$ cat config.mk
export PLATFORM = sky130hd
export DESIGN_NAME = opcode_frame_gen
export DESIGN_NICKNAME = d
export VERILOG_FILES = /design/src/rtl/opcode_frame_gen.sv
export SDC_FILE = /design/constraint.sdc
export NUM_CORES = 1
export LEC_CHECK = 0
export ABC_AREA = 1
export BUFFER_PORTS_ARGS = -buffer_cell sky130_fd_sc_hd__buf_2
export CAP_MARGIN = 40
export CORE_ASPECT_RATIO = 0.8
export CORE_MARGIN = 4
export CORE_UTILIZATION = 53
export CTS_CLUSTER_SIZE = 8
export DETAILED_ROUTE_END_ITERATION = 16
export PLACE_DENSITY = 0.85
export SYNTH_ARGS = -nofsm -noshare
export SYNTH_HDL_FRONTEND = slang
export SYNTH_SLANG_ARGS = --single-unit
$ cat constraint.sdc
create_clock -name clk -period 1.8 [get_ports clk]
set_input_delay 0.45 -clock clk [delete_from_list [all_inputs] [get_ports clk]]
set_output_delay 0.45 -clock clk [all_outputs]
set_load 0.02 [all_outputs]
$ cat src/rtl/opcode_frame_gen.sv
// Serialises one payload word per frame onto a 4-bit nibble stream,
// prefixed by a fixed 4-nibble header, with valid/ready on both sides.
//
// state | meaning
// IDLE  | waiting for a payload word, din_rdy high
// HEAD  | sending header nibbles 0..3
// DATA  | sending payload nibbles, most significant first
module opcode_frame_gen #(
   parameter logic [15:0] HEADER   = 16'h55D5,
   parameter int          PAY_NIBS = 4
) (
   input  logic                  clk,
   input  logic                  rst,
   input  logic [4*PAY_NIBS-1:0] din,
   input  logic                  din_vld,
   output logic                  din_rdy,
   output logic [3:0]            dout,
   output logic                  dout_vld,
   input  logic                  dout_rdy,
   output logic                  busy,
   output logic                  frame_done
);

   localparam int W       = 4*PAY_NIBS;
   localparam int CNT_MAX = (PAY_NIBS > 4) ? PAY_NIBS : 4;
   localparam int CW      = $clog2(CNT_MAX);

   localparam logic [CW-1:0] HEAD_LAST = CW'(3);
   localparam logic [CW-1:0] DATA_LAST = CW'(PAY_NIBS-1);

   typedef enum logic [1:0] {
      IDLE = 2'd0,
      HEAD = 2'd1,
      DATA = 2'd2
   } state_t;

   state_t          state;
   logic [CW-1:0]   cnt;
   logic [W-1:0]    sr;
   logic [W-1:0]    sr_shl;
   logic            xfer;
   logic [1:0]      hdr_idx;

   function automatic logic [3:0] hdr_nib(input logic [1:0] idx);
      logic [3:0] nib;
      case (idx)
         2'd0:    nib = HEADER[15:12];
         2'd1:    nib = HEADER[11:8];
         2'd2:    nib = HEADER[7:4];
         default: nib = HEADER[3:0];
      endcase
      return nib;
   endfunction

   assign xfer    = dout_vld && dout_rdy;
   assign sr_shl  = sr << 4;
   assign hdr_idx = cnt[1:0] + 2'd1;
   assign din_rdy = (state == IDLE) && !rst;
   assign busy    = (state != IDLE);

   always_ff @(posedge clk) begin
      if (rst) begin
         state      <= IDLE;
         dout       <= 4'h0;
         dout_vld   <= 1'b0;
         frame_done <= 1'b0;
         cnt        <= '0;
         sr         <= '0;
      end else begin
         frame_done <= 1'b0;
         case (state)
            IDLE: begin
               if (din_vld) begin
                  sr       <= din;
                  dout     <= HEADER[15:12];
                  dout_vld <= 1'b1;
                  cnt      <= '0;
                  state    <= HEAD;
               end
            end
            HEAD: begin
               if (xfer) begin
                  if (cnt == HEAD_LAST) begin
                     cnt   <= '0;
                     dout  <= sr[W-1 -: 4];
                     state <= DATA;
                  end else begin
                     cnt  <= cnt + CW'(1);
                     dout <= hdr_nib(hdr_idx);
                  end
               end
            end
            DATA: begin
               if (xfer) begin
                  // last nibble: dout keeps its value while dout_vld drops
                  if (cnt == DATA_LAST) begin
                     cnt        <= '0;
                     dout_vld   <= 1'b0;
                     frame_done <= 1'b1;
                     state      <= IDLE;
                  end else begin
                     cnt  <= cnt + CW'(1);
                     sr   <= sr_shl;
                     dout <= sr_shl[W-1 -: 4];
                  end
               end
            end
            default: begin
               state    <= IDLE;
               dout_vld <= 1'b0;
               cnt      <= '0;
            end
         endcase
      end
   end

endmodule

==> flow_metrics.py <==
metrics = {
    "synthesis": {
        "synth_mux_area_share_pct": 8.453,
        "synth.area.top_cells": "dfxtp_1, a21oi_1, mux2i_1",
        "synth_largest_area_cell": "dfxtp_1",
        "synthFlopType": "dfxtp_1",
        "synthSimpleGateAreaFrac_pct": 15.75,
        "synthXorXnorAreaFrac_pct": 0,
        "synth_cells": 163,
        "synth_seq_cells": 26,
        "synth_area_mm2": 0.001302,
        "synth_common_cells": "a21oi_1, dfxtp_1, nand2_1",
        "syn_nets": 191,
        "synth_top_family_by_area": "compound AO/OA/AOI/OAI gates",
        "synth-warning-count": 0,
        "synth_edf_count": 0,
        "synth_fa_ha_area_share_pct": 7.685,
        "async_flop_share_pct": 0,
        "seq_area_frac_synth_pct": 39.96,
        "synth_cell_types": 22,
        "netlist.area_leader.share_pct": 39.96,
        "syn_avg_cell_area_um2": 7.991,
        "synth_compound_area_share_pct": 19.79,
    },
    "sta": {
        "worst_clock_skew_ps": 4.777,
        "period_share_pct": 93.46,
        "hold_ws_ps": 386.6,
        "fmax_mhz": 594.4,
        "setup_viol": 0,
        "slew_headroom_pct": 71.75,
        "slew_violations": 0,
        "rsz0062_at_grt": "false",
        "final-hold-violation-count": 0,
        "period_minus_slack_ps": 1682,
        "finalSetupTns_ps": 0,
        "worstMarginPinSlew_ps": 423.3,
    },
    "detailed_routing": {
        "route.detailed.drc": 0,
        "vias": 1202,
        "via_per_inst": 5.565,
        "postRouteAntennaNets": 0,
        "drt-initial-drc-count": 99,
        "wire_per_inst_um": 13.35,
        "first_pass_iters": 5,
        "wirelength_um": 2884,
    },
    "worst_setup_path": {
        "required_ps": 1350,
        "crit_arrival_ps": 1230,
        "r2r_start": "state[1]",
        "path_class": "reg2out",
        "cpPeakStageDelay_ps": 390,
        "endpoint": "din_rdy",
        "reg2reg_to": "dout_vld",
        "critPathLaunch": "state[0]",
        "end_kind": "output pin",
        "cp_slowest_cell": "dfxtp_4",
        "start_kind": "register",
        "reg2reg_slack_ps": 210,
        "cp_max_fo": 4,
        "rr_worst_depth": 7,
        "path_cells": "inv_4 -> ha_4 -> inv_2 -> nor2_2 -> buf_6",
    },
    "global_routing": {
        "grt_pass1_vias": 1067,
        "grt_overflow": 0,
        "track_usage_pct": 18.41,
        "grt_pass1_wl_um": 4726,
        "grt_max_degree": 30,
        "grt_antenna_before_repair": 0,
    },
    "pwr": {
        "irDropWorstVdd_mv": 0.8934,
        "power.density_mw_per_mm2": 1511,
        "leakagePower_uw": 0.0006812,
        "total_power_uw": 2305,
    },
    "cts": {
        "cts_num_sinks": 26,
        "clk_pin_slew_ps": 130,
        "cts_tree": "done",
        "holdBufCountCts": 0,
        "clock_path_buffers": 2,
        "htreeDepth": 1,
        "cts_root_buf": "clkbuf_4",
        "cts_inserted_buffers": 3,
        "clkLatencyLatePin_ps": 320,
    },
    "die": {
        "start_util_pct": 57.83,
        "core-area_mm2": 0.002252,
        "fp.dieH_um": 52.34,
        "io_pins": 28,
        "die_x_um": 63.43,
        "dieArea_mm2": 0.003320,
        "rows": 15,
    },
    "cells_and_area": {
        "final_core_util_pct": 67.72,
        "drive_above_1_share_pct": 25.13,
        "multi_input_area_um2": 688.2,
        "area_growth_syn_to_layout_pct": 17.10,
        "layout.nets": 220,
        "diodes": 0,
        "seqCellArea_um2": 528.0,
        "nFillCells": 183,
    },
    "run_status": {
        "status": "finished, final reports clean",
    },
    "run": {
        "drv_cap": 0,
    },
    "placed_design": {
        "portBuffers": 27,
        "detailed_place_hpwl_um": 2216,
        "place_congestion": 0.9090,
    },
    "min_path": {
        "hp-class": "in2reg",
    },
}
==> power by group <==
part	internal, uW	leakage, uW	switching (uW)	total [uW]
registers	774	0.000216	130	904
logic	444	0.000444	667	1110
clock network	124	0.0000210	166	289
==> layout make-up <==
cell class	count	area share (%)
sequential	26	34.62
multi-input combinational	116	45.12
tap	25	2.051
timing repair buffer	31	12.06
clock buffer	4	2.379
inverter	14	3.774
==> how the worst min path moves through the flow <==
stage | start | end | slack [ps] | cells after the start
final | din[3] | sr[3] | 390 | 3
after global routing | din[0] | sr[0] | 370 | 3
after CTS | din[3] | sr[3] | 370 | 3
after detailed placement | dout[2] | dout[2] | 460 | 2
after global placement | dout[2] | dout[2] | 450 | 2
after floorplan | sr[0] | sr[0] | 440 | 2
==> layer usage <==
metal	track usage [%]	share of wire, %	vias up
met5	0	0	-
met4	5.018	0.83	0
met3	5.365	7.5	5
met2	30.33	46	41
met1	23.60	46	552
li1	-	-	604
==> state kept, by name, summed over array words and instances (netlist names) <==
register,cells
frame_done,1
state,2
dout_vld,1
sr,16
cnt,2
dout,4
==> critical path: cells and delay by family (launching register included) <==
family	cells	cell delay, ps
adder cells (fa/ha/maj)	1	150
buffers and inverters	3	260
flip-flops	1	390
AND/OR/NAND/NOR	1	120
==> cell usage in the layout (no fill, tap or decap), drive strengths merged <==
cell | Yosys | layout
nor2 | 9 | 9
nand2 | 26 | 26
ha | 8 | 8
nor4 | 1 | 1
dfxtp | 26 | 26
o21ai | 21 | 21
buf | 4 | 31
mux2i | 11 | 11
inv | 14 | 14
a21oi | 26 | 26
clkbuf | 3 | 4
a21boi | 1 | 1
nor3 | 2 | 2
o21bai | 1 | 1
nand3 | 10 | 10
==> per-stage QoR <==
step | area, um2 | cells | setup WS (ps)
3_5_place_dp | 1448 | 211 | 222.1
5_1_grt | 1525 | 216 | 22.68
6_report | 1525 | 216 | 117.8
3_3_place_gp | 1448 | 211 | 279.1
4_1_cts | 1500 | 215 | 26.65
2_1_floorplan | 1303 | 163 | 252.4
==> logic make-up (layout without fill, tap and decap cells) <==
group                    Yosys count  in the layout
flip-flops                        26             26
buffers and inverters             21             49
AND/OR/NAND/NOR                   48             48
multiplexers                      11             11
AO/OA/AOI/OAI                     49             49
adder cells (fa/ha/maj)            8              8
==> repair_timing <==
action                     in CTS  in global routing
setup buffers                   0                  1
resized for setup               5                  9
pin swaps                       0                  1
setup endpoints to repair       2                  3
Note: power is estimated with default switching activity, not from simulation.
